==> src/rtl/fetch_ctrl.sv <==
// fetch_ctrl: sequential instruction fetch front end.
//   Walks a program counter from start_addr through LAST_ADDR. It reads a
//   combinational 32 x 32 instruction memory and presents each word to decode
//   through a registered valid/ready output slot. Branch redirects and halts
//   can interrupt the walk.
// Ports:
//   clk, rst_n             clock, asynchronous active-low reset
//   start, start_addr      begin fetching at start_addr (taken only when idle)
//   mem_addr, mem_instr    instruction memory address / returned word
//   out_instr, out_pc      registered instruction and its address
//   out_valid, out_ready   output handshake (transfer on valid && ready)
//   br_valid, br_target    one-cycle redirect request
//   halt_req               abort fetching, return to idle without done
//   busy                   high while fetching or draining
//   done                   one-cycle pulse after the final word is accepted
module fetch_ctrl #(
    parameter int unsigned LAST_ADDR = 31
) (
    input  logic        clk,
    input  logic        rst_n,
    input  logic        start,
    input  logic [4:0]  start_addr,
    output logic [4:0]  mem_addr,
    input  logic [31:0] mem_instr,
    output logic [31:0] out_instr,
    output logic [4:0]  out_pc,
    output logic        out_valid,
    input  logic        out_ready,
    input  logic        br_valid,
    input  logic [4:0]  br_target,
    input  logic        halt_req,
    output logic        busy,
    output logic        done
);

    typedef enum logic [1:0] {
        IDLE  = 2'd0,
        RUN   = 2'd1,
        DRAIN = 2'd2
    } state_t;

    localparam logic [4:0] LAST = 5'(LAST_ADDR);

    state_t      state, state_n;
    logic [4:0]  pc, pc_n;
    logic [31:0] instr_n;
    logic [4:0]  opc_n;
    logic        valid_n;
    logic        done_n;
    logic        xfer;

    assign xfer     = out_valid && out_ready;
    assign mem_addr = pc;
    assign busy     = (state == RUN) || (state == DRAIN);

    always_ff @(posedge clk or negedge rst_n) begin
        if (!rst_n) begin
            state     <= IDLE;
            pc        <= '0;
            out_instr <= '0;
            out_pc    <= '0;
            out_valid <= 1'b0;
            done      <= 1'b0;
        end else begin
            state     <= state_n;
            pc        <= pc_n;
            out_instr <= instr_n;
            out_pc    <= opc_n;
            out_valid <= valid_n;
            done      <= done_n;
        end
    end

    always_comb begin
        state_n = state;
        pc_n    = pc;
        instr_n = out_instr;
        opc_n   = out_pc;
        valid_n = out_valid;
        done_n  = 1'b0;

        case (state)
            IDLE: begin
                if (start) begin
                    pc_n    = start_addr;
                    state_n = RUN;
                end
            end
            RUN, DRAIN: begin
                if (halt_req) begin
                    valid_n = 1'b0;
                    state_n = IDLE;
                end else if (br_valid) begin
                    // Any held word is dropped; a word transferring this cycle
                    // has already been taken by decode.
                    valid_n = 1'b0;
                    pc_n    = br_target;
                    state_n = RUN;
                end else if (state == RUN) begin
                    if (!out_valid || out_ready) begin
                        instr_n = mem_instr;
                        opc_n   = pc;
                        valid_n = 1'b1;
                        pc_n    = pc + 5'd1;
                        if (pc == LAST) begin
                            state_n = DRAIN;
                        end
                    end
                end else if (xfer) begin
                    valid_n = 1'b0;
                    state_n = IDLE;
                    done_n  = 1'b1;
                end
            end
            default: begin
                state_n = IDLE;
                valid_n = 1'b0;
            end
        endcase
    end

endmodule

==> config.mk <==
export PLATFORM = sky130hd
export DESIGN_NAME = fetch_ctrl
export DESIGN_NICKNAME = d
export VERILOG_FILES = /design/src/rtl/fetch_ctrl.sv
export SDC_FILE = /design/constraint.sdc
export NUM_CORES = 1
export LEC_CHECK = 0
export CAP_MARGIN = 25
export CORE_UTILIZATION = 30
export CTS_BUF_LIST = sky130_fd_sc_hd__clkbuf_4
export CTS_CLUSTER_SIZE = 24
export DETAILED_ROUTE_END_ITERATION = 6
export PLACE_DENSITY_LB_ADDON = 0.15
export SLEW_MARGIN = 10
export SYNTH_ARGS = -nofsm -noshare
export SYNTH_HDL_FRONTEND = slang
export SYNTH_SLANG_ARGS = --single-unit
==> constraint.sdc <==
create_clock -name clk -period 3.03 [get_ports clk]
set_clock_uncertainty 0.05 [all_clocks]
set_input_delay 0.303 -clock clk [delete_from_list [all_inputs] [get_ports clk]]
set_output_delay 0.303 -clock clk [all_outputs]
set_load 0.005 [all_outputs]
==> reports/qor.csv <==
stage;metric;value;unit
outcome;status;complete, no violations;
sta;finalHoldViolCount;0;
critical_path;r2r_cells;6;
die;dieArea;7580;um^2
power;power_frac_comb;50.9;%
critical_path;max_stage_delay;0.41;ns
critical_path;crit_arrival;2.47;ns
clocking;post-cts-setup-buffer-count;0;
logic_synthesis;ys_seq_area_share;53.1;%
finish;layout_commonest_cell;clkdlybuf4s50_1;
sta;fin_crit;2.27;ns
finish;final_nets;298;
clocking;clock_sinks;46;
route;drc;0;
power;vdd_drop_max;0.296;mV
place;placed_cell_area;3220;um^2
clocking;numCtsBuffers;5;
global_route;gr-total-overflow;0;
finish;final_cells;341;
logic_synthesis;syn_area;2170;um^2
critical_path;crit_family;simple AND/OR/NAND/NOR gates;
power;power.leakage;1.48;nW
finish;antenna_cells;0;
sta;finalSetupTns;0;ns
critical_path;path_buf_inv;2;
route;vias_per_cell;4.37;
die;ios;93;
critical_path;reg2reg_slack;0.76;ns
clocking;htree_num_levels;2;
die;die_x;87.0;um
clocking;clock_latency;0.35;ns
route;wirelength;4670;um
worst_hold_path;min_path_type;input pin to asynchronous set/reset pin;
power;switchingPower;839;uW
logic_synthesis;synthDistinctLibCells;29;
die;die_h;87.0;um
logic_synthesis;synthTopCellsByArea;dfrtp_1 (53%), mux2_4 (21%), mux2_2 (7.3%);
logic_synthesis;netlist_instances;146;
logic_synthesis;synth_nets;199;
sta;finalCritPeriodShare;74.9;%
sta;finalSetupViolations;0;
clocking;cts_tree;built;
finish;final_cell_mix;clkdlybuf4s50_1 (91), dfrtp_1 (46), mux2_4 (30);
logic_synthesis;synth_seq_cells;46;
power;sw_frac_of_total;28.1;%
route;ant_nets;0;
die;start_util;31.4;%
route;num_vias;1491;
global_route;antenna_found_initial;0;
finish;post-route-cell-area;3300;um^2
sta;tightestPinTransition;0.467;ns
critical_path;cp_data_required_time;3.23;ns
die;num_rows;30;
clocking;root_buffer;clkbuf_4;
clocking;clk_path_buf_depth;2;
finish;drive_gt1_share;24.9;%
power;p_per_area;906;nW/um^2
route;drt_iter0_markers;28;
sta;fin_ws;0.761;ns
sta;slew_violations;0;
clocking;cts.clk_slew.worst_paths;0.13;ns
critical_path;path_cells;inv_1, ha_1, nor3b_4, nand3_4, buf_12, mux2_4;
run;maxCapViolCount;0;
sta;rsz0062_at_grt;false;
global_route;grt_usage;13.1;%
critical_path;critPathCaptureType;flip-flop;
power;total_power;2.99;mW
global_route;grt_max_degree;30;
critical_path;worstReg2RegStart;state[1]$_DFFE_PN0P_;
sta;max_freq;441;MHz
sta;maxSlewHeadroom;68.9;%
logic_synthesis;synth_area_leader_cell;dfrtp_1;
critical_path;worst_setup_path_start_kind;flip-flop;
critical_path;crit_path_max_fanout;24;
place;dp_hpwl;3400;um
critical_path;critical-path-slowest-cell;nand3_4;
power;pwr-share-clk;11.9;%
die;core;6910;um^2
clocking;cts_resized;0;
place;placedCellCount;333;
global_route;grt_pass1_wl;7470;um
logic_synthesis;yosys_warnings;0;
place;port_buffers;92;
route;first_pass_iters;3;
critical_path;worst-setup-path-type;flip-flop to flip-flop;
critical_path;reg2reg_to;out_instr[22]$_DFFE_PN0P_;
route;wl_per_cell;13.7;um
global_route;grt_pass1_vias;1499;
place;place.gp.congestion;0.768;
logic_synthesis;synth_area_per_cell;14.9;um^2
place;place_worst_setup_slack;0.679;ns
finish;areaGrowthSynthToFinish;52.0;%
logic_synthesis;yosys.area.top_type_share;53.1;%
power;seqPwrFrac;37.2;%
power;internal_power;2.15;mW
cell usage after synthesis (all sizes together):
master   number
dfrtp        46
mux2         44
a21oi         7
nor2          6
buf           5
ha            5
nand2         5
inv           4
o21ai         4
mux2i         2
nor2b         2
nor3b         2
a22o          1
a311oi        1
a31o          1
a31oi         1
and3          1
nand2b        1
nand3         1
nand3b        1
nand4         1
nor3          1
o2bb2ai       1
or2b          1
or3b          1
xnor2         1
area by class of cell:
type / count / area [um^2]
Sequential cell: 46 / 1150
Tap cell: 96 / 120
Inverter: 4 / 15.0
Timing Repair Buffer: 97 / 981
Fill cell: 654 / 3610
Clock inverter: 2 / 33.8
Multi-Input combinational cell: 91 / 960
Clock buffer: 5 / 37.5
power groups by stage:
stage	registers (mW)	logic (mW)	clock network (mW)
6_report	1.11	1.52	0.356
5_1_grt	1.16	1.64	0.401
4_1_cts	1.12	1.55	0.381
3_5_place_dp	1.13	1.54	0
3_3_place_gp	1.13	1.52	0
2_1_floorplan	1.12	0.740	0
worst register-to-register path: stages (launching register included):
cell,delay (ns)
dfrtp_1,0.40
inv_1,0.07
ha_1,0.30
nor3b_4,0.29
nand3_4,0.41
buf_12,0.34
mux2_4,0.31
sequential cells by signal, summed over array words and instances, names as in the netlist:
signal	count
done	1
out_instr	32
out_valid	1
mem_addr	5
state	2
out_pc	5
through the flow:
stage          utilization, %  hold slack (ns)
6_report                 47.8            0.358
5_1_grt                  47.8            0.395
4_1_cts                  47.8            0.357
3_5_place_dp             46.6            0.227
3_3_place_gp             46.3            0.437
2_1_floorplan               -          -0.0426
cell families after synthesis:
logic type	after synthesis	share of synthesized area [%]
xor gates and xnor gates	1	0.404
AOI/OAI and AO/OA	16	5.25
muxes	46	29.0
buffers and inverters	9	2.71
DFF	46	53.1
adders and majority gates	5	2.88
and+or+nand+nor	23	6.75
metal layers:
metal	global-route usage, %	up-vias	share of wire (%)
met5	0	-	0
met4	5.45	0	1.6
met3	3.51	8	7.4
met2	18.7	61	42
met1	18.5	710	49
li1	-	712	-
how the worst max path moves through the flow:
stage | startpoint | to | slack, ns | depth (start not counted)
detailed placement | halt_req | out_instr[22]$_DFFE_PN0P_ | 0.68 | 5
global placement | br_valid | out_instr[22]$_DFFE_PN0P_ | 0.71 | 5
global route | state[0]$_DFFE_PN0P_ | out_instr[6]$_DFFE_PN0P_ | 0.57 | 6
finish | state[1]$_DFFE_PN0P_ | out_instr[22]$_DFFE_PN0P_ | 0.76 | 6
floorplan | state[0]$_DFFE_PN0P_ | mem_addr[0]$_DFFE_PN0P_ | 1.15 | 6
CTS | state[1]$_DFFE_PN0P_ | out_instr[6]$_DFFE_PN0P_ | 0.72 | 6
what timing repair did:
| action | CTS | global route |
|---|---|---|
| endpoints found under the hold margin | 17 | 0 |
| hold buffers | 1 | 0 |
| endpoints found under the setup margin | 0 | 0 |
No activity file was read; power rests on OpenSTA's default activity.
==> variant 1 (same flow settings) <==
Reset style: synchronous (`rst_n`), changed in one clocked block. Comments in the files are not updated.
--- a/src/rtl/fetch_ctrl.sv
+++ b/src/rtl/fetch_ctrl.sv
@@ -53,7 +53,7 @@
     assign mem_addr = pc;
     assign busy     = (state == RUN) || (state == DRAIN);
 
-    always_ff @(posedge clk or negedge rst_n) begin
+    always_ff @(posedge clk) begin
         if (!rst_n) begin
             state     <= IDLE;
             pc        <= '0;
Check against the original RTL: differs if rst_n is asserted again (counterexample within 4 cycles, from zero or initial values and one cycle with rst_n low); with rst_n held inactive, the same outputs for 4 cycles.
==> variant 1 against the original RTL <==
Fmax fell by 2.7%. Utilization rose by 1.3 points. Area after synthesis shrank 11%. Worst setup slack got worse by 0.063 ns. Routed wire length increased by 9.8%. Cell area shrank 9.4%. First-iteration DRC count up 130%. Die area fell by 10%. Synthesized cell count grew 62%. Sequential cell count stayed put. Sequential share of layout area down 4.1 points.
Power is not compared: it rests on default switching activity, and its combinational part moved more than twofold at a synthesized area within 25%.
==> variant 1: results (changes against the original RTL) <==
- Hold slack final: 0.412 ns (+0.0536 ns)
- Multi-In Gates: 172 (+89%)
- Row count: 28 (-6.7%)
- Routed vias: 1896 (+27%)
- Critical-path maximum fanout: 16 (-33%)
- Hold WC Path Type: reg2reg
- Share of layout cells above drive strength 1: 4.62% (-20 points)
- Worst R2R Setup Slack: 0.76 ns (about the same)
- Status: complete, no violations
- Routed vias/inst: 4.74 (+8.4%)
- CP Class: reg2out
- Routed len/inst: 12.8 um (-6.4%)
- Slowest-stage cell, CP: clkdlybuf4s50_1
- Sequential fraction of the synthesis area: 47.5% (-5.6 points)
- CP endpoint: busy
- Final core occ: 49.0% (+1.3 points)
- DP Worst Slack: 0.773 ns (+0.0939 ns)
- Top delay family on crit path: buffers and inverters
- Syn_area_per_cell: 8.22 um^2 (-45%)
- Reg2reg path depth: 7 (+1)
- Fin crit share: 77.0% (+2.1 points)
- Final net count: 377 (+27%)
- Number of fill cells: 608 (-7.0%)
- First-pass GRT wire length: 7.84 mm (+4.9%)
- Worst EP arrival: 1.98 ns (-0.49 ns)
- 1st-iter DRT viols: 63 (+130%)
- Post-synth ARST share: 0% (-100 points)
- Vias in the first global route: 1746 (+16%)
- GRT Util Overall: 15.2% (+2.2 points)
- Critical Path Max Stage Delay: 0.60 ns (+0.19 ns)
[variant 1: how the worst min path moves through the flow]
stage	from	to	cells past startpoint
2_1_floorplan	halt_req	done$_SDFF_PP0_	1
3_3_place_gp	out_instr[4]$_SDFFE_PN0P_	out_instr[4]$_SDFFE_PN0P_	2
3_5_place_dp	out_instr[11]$_SDFFE_PN0P_	out_instr[11]$_SDFFE_PN0P_	2
4_1_cts	out_pc[3]$_SDFFE_PN0P_	out_pc[3]$_SDFFE_PN0P_	2
5_1_grt	mem_instr[12]	out_instr[12]$_SDFFE_PN0P_	3
6_report	out_pc[3]$_SDFFE_PN0P_	out_pc[3]$_SDFFE_PN0P_	2
[variant 1: power by group]
| part | switching, mW | internal (mW) |
|---|---|---|
| logic | 0.126 | 0.163 |
| registers | 0.0312 | 0.632 |
| clock network | 0.190 | 0.254 |
[variant 1: metal layers]
layer / vias to the layer above / wire length [um] / track usage, %
li1: 970 / - / -
met5: - / 0 / 0
met2: 76 / 2290 / 25.0
met4: 0 / 50 / 4.74
met1: 842 / 2290 / 19.0
met3: 8 / 499 / 4.62
[variant 1: cells by family (layout without fill, tap and decap cells)]
| kind of cell | Yosys count | after routing | share of synthesized area (%) |
|---|---|---|---|
| flip-flops | 46 | 46 | 47.5 |
| AND/OR/NAND/NOR | 98 | 98 | 21.7 |
| AO/OA/AOI/OAI | 60 | 60 | 17.5 |
| multiplexers | 7 | 7 | 3.74 |
| XOR/XNOR | 2 | 2 | 0.903 |
| buffers and inverters | 18 | 107 | 5.48 |
| adder cells (fa/ha/maj) | 5 | 5 | 3.22 |
[variant 1: worst reg2reg max path, stage by stage, from the launching register on]
cell,delay [ns]
dfxtp_1,0.39
inv_1,0.08
ha_1,0.57
nor3b_4,0.32
and3_1,0.19
buf_4,0.35
nand2_1,0.12
a21oi_1,0.13
==> variant 2 (config.mk and constraints unchanged) <==
Without the edit above. Encoding of `state_t`: now one-hot (3 bits for 3 states).
--- a/src/rtl/fetch_ctrl.sv
+++ b/src/rtl/fetch_ctrl.sv
@@ -33,10 +33,10 @@
     output logic        done
 );
 
-    typedef enum logic [1:0] {
-        IDLE  = 2'd0,
-        RUN   = 2'd1,
-        DRAIN = 2'd2
+    typedef enum logic [2:0] {
+        IDLE  = 3'b001,
+        RUN   = 3'b010,
+        DRAIN = 3'b100
     } state_t;
 
     localparam logic [4:0] LAST = 5'(LAST_ADDR);
Check against the original RTL: same outputs for any inputs over 4 cycles, from zero or initial values and one cycle with rst_n low; so few cycles prove little.
==> variant 2 against the original RTL <==
Total power decreased by 4.6%. Cell area increased by 0.83%. Routed wire length increased by 3.2%. Global-route usage decreased by 0.17 points. Area after synthesis increased by 2.4%. Critical path depth decreased by 2. Worst setup slack got worse by 0.017 ns. Sequential cell count increased by 1.
==> variant 2: results (changes against the original RTL) <==
- Status: complete, no violations
- Peak VDD IR: 0.298 mV (+0.51%)
- Critical-path maximum fanout: 7 (-71%)
- Vias in the first global route: 1523 (+1.6%)
- Max-slew headroom: 61.1% (-7.7 points)
- GRT Util Overall: 12.9% (-0.17 points)
- Hold slack final: 0.419 ns (+0.0610 ns)
- Comb group: 1.35 mW (-11%)
- Multi-input combinational area share: 29.0% (-0.053 points)
- Signal buffers: 96 (-1.0%)
- Final net count: 305 (+2.3%)
- Met1 WL: 2.29 mm (+0.13%)
- Cells after Synth: 159 (+8.9%)
- Switching Share: 28.6% (+0.52 points)
- Reg2reg path depth: 5 (-1)
- Tap cell count: 99 (+3.1%)
- Multi-In Gates: 103 (+13%)
- Sequential fraction of the synthesis area: 53.0% (about the same)
- Top delay family on crit path: buffers and inverters
- Critical Path Max Stage Delay: 0.53 ns (+0.12 ns)
- Leakage Power: 1.52 nW (+3.0%)
- Adder-Cell Fraction of Synth Area: 1.13% (-1.8 points)
- Sequential share of power: 39.8% (+2.6 points)
- First-pass GRT wire length: 7.59 mm (+1.6%)
- Met2 WL: 2.01 mm (+2.6%)
- FFs & Latches: 47 (+2.2%)
- DP HPWL: 3.48 mm (+2.5%)
- Synth unique cells: 36 (+24%)
- Mapped Nets: 209 (+5.0%)
- Slowest-stage cell, CP: dfrtp_1
- Clk_lat worst skew: 0.35 ns (about the same)
- Placed Instance Area: 0.00324 mm^2 (+0.70%)
- Placed cell count: 346 (+3.9%)
- Worst EP arrival: 1.93 ns (-0.54 ns)
- Compound-gate portion of the synthesized area: 6.14% (+0.89 points)
- Number of fill cells: 701 (+7.2%)
- CP endpoint: busy
- P&R area growth vs syn: 49.7%
- Buffer share of cell area: 29.3% (-0.47 points)
- DP Worst Slack: 0.827 ns (+0.148 ns)
- DR WL met3: 455 um (+32%)
- Synth top area cells: dfrtp_1, mux2_4, mux2_2, buf_6, nand2_1
- Clock network share of area: 2.29% (+0.13 points)
- Worst R2R Setup Slack: 1.17 ns (+0.41 ns)
- Pin count of the biggest net entering global routing: 26 (-13%)
- Final Non-Filler Cells: 355 (+4.1%)
- FF+latch area: 0.00118 mm^2 (+2.3%)
- 1st-iter DRT viols: 38 (+36%)
## variant 2: cell types whose count changed after synthesis, sizes merged, moves of 2 or more
| cell | delta |
|---|---|
| nor4b | +2 |
| nand3 | +3 |
| nor3b | -2 |
| o22ai | +2 |
| o21ai | +3 |
| nor2 | +4 |
| a21oi | -2 |
| xor2 | +2 |
| nand2 | +8 |
| inv | -3 |
| ha | -3 |
| clkbuf | +2 |
| mux2 | -7 |
| mux2i | +2 |
## variant 2: what timing repair did
action                     4_1_cts  5_1_grt
hold buffers                     1        0
hold endpoints to repair        23        0
setup endpoints to repair        0        0
## variant 2: layer usage
layer / vias up / track usage (%)
met4: 0 / 4.40
li1: 757 / -
met5: - / 0
met2: 75 / 18.7
met3: 6 / 4.43
met1: 747 / 17.9
## variant 2: worst register-to-register path, stage by stage (launching register included)
cell and delay [ns]:
dfstp_2 0.64, nor2_1 0.09, a22o_2 0.28, o21ai_2 0.35, nor4_1 0.08, a211o_1 0.27
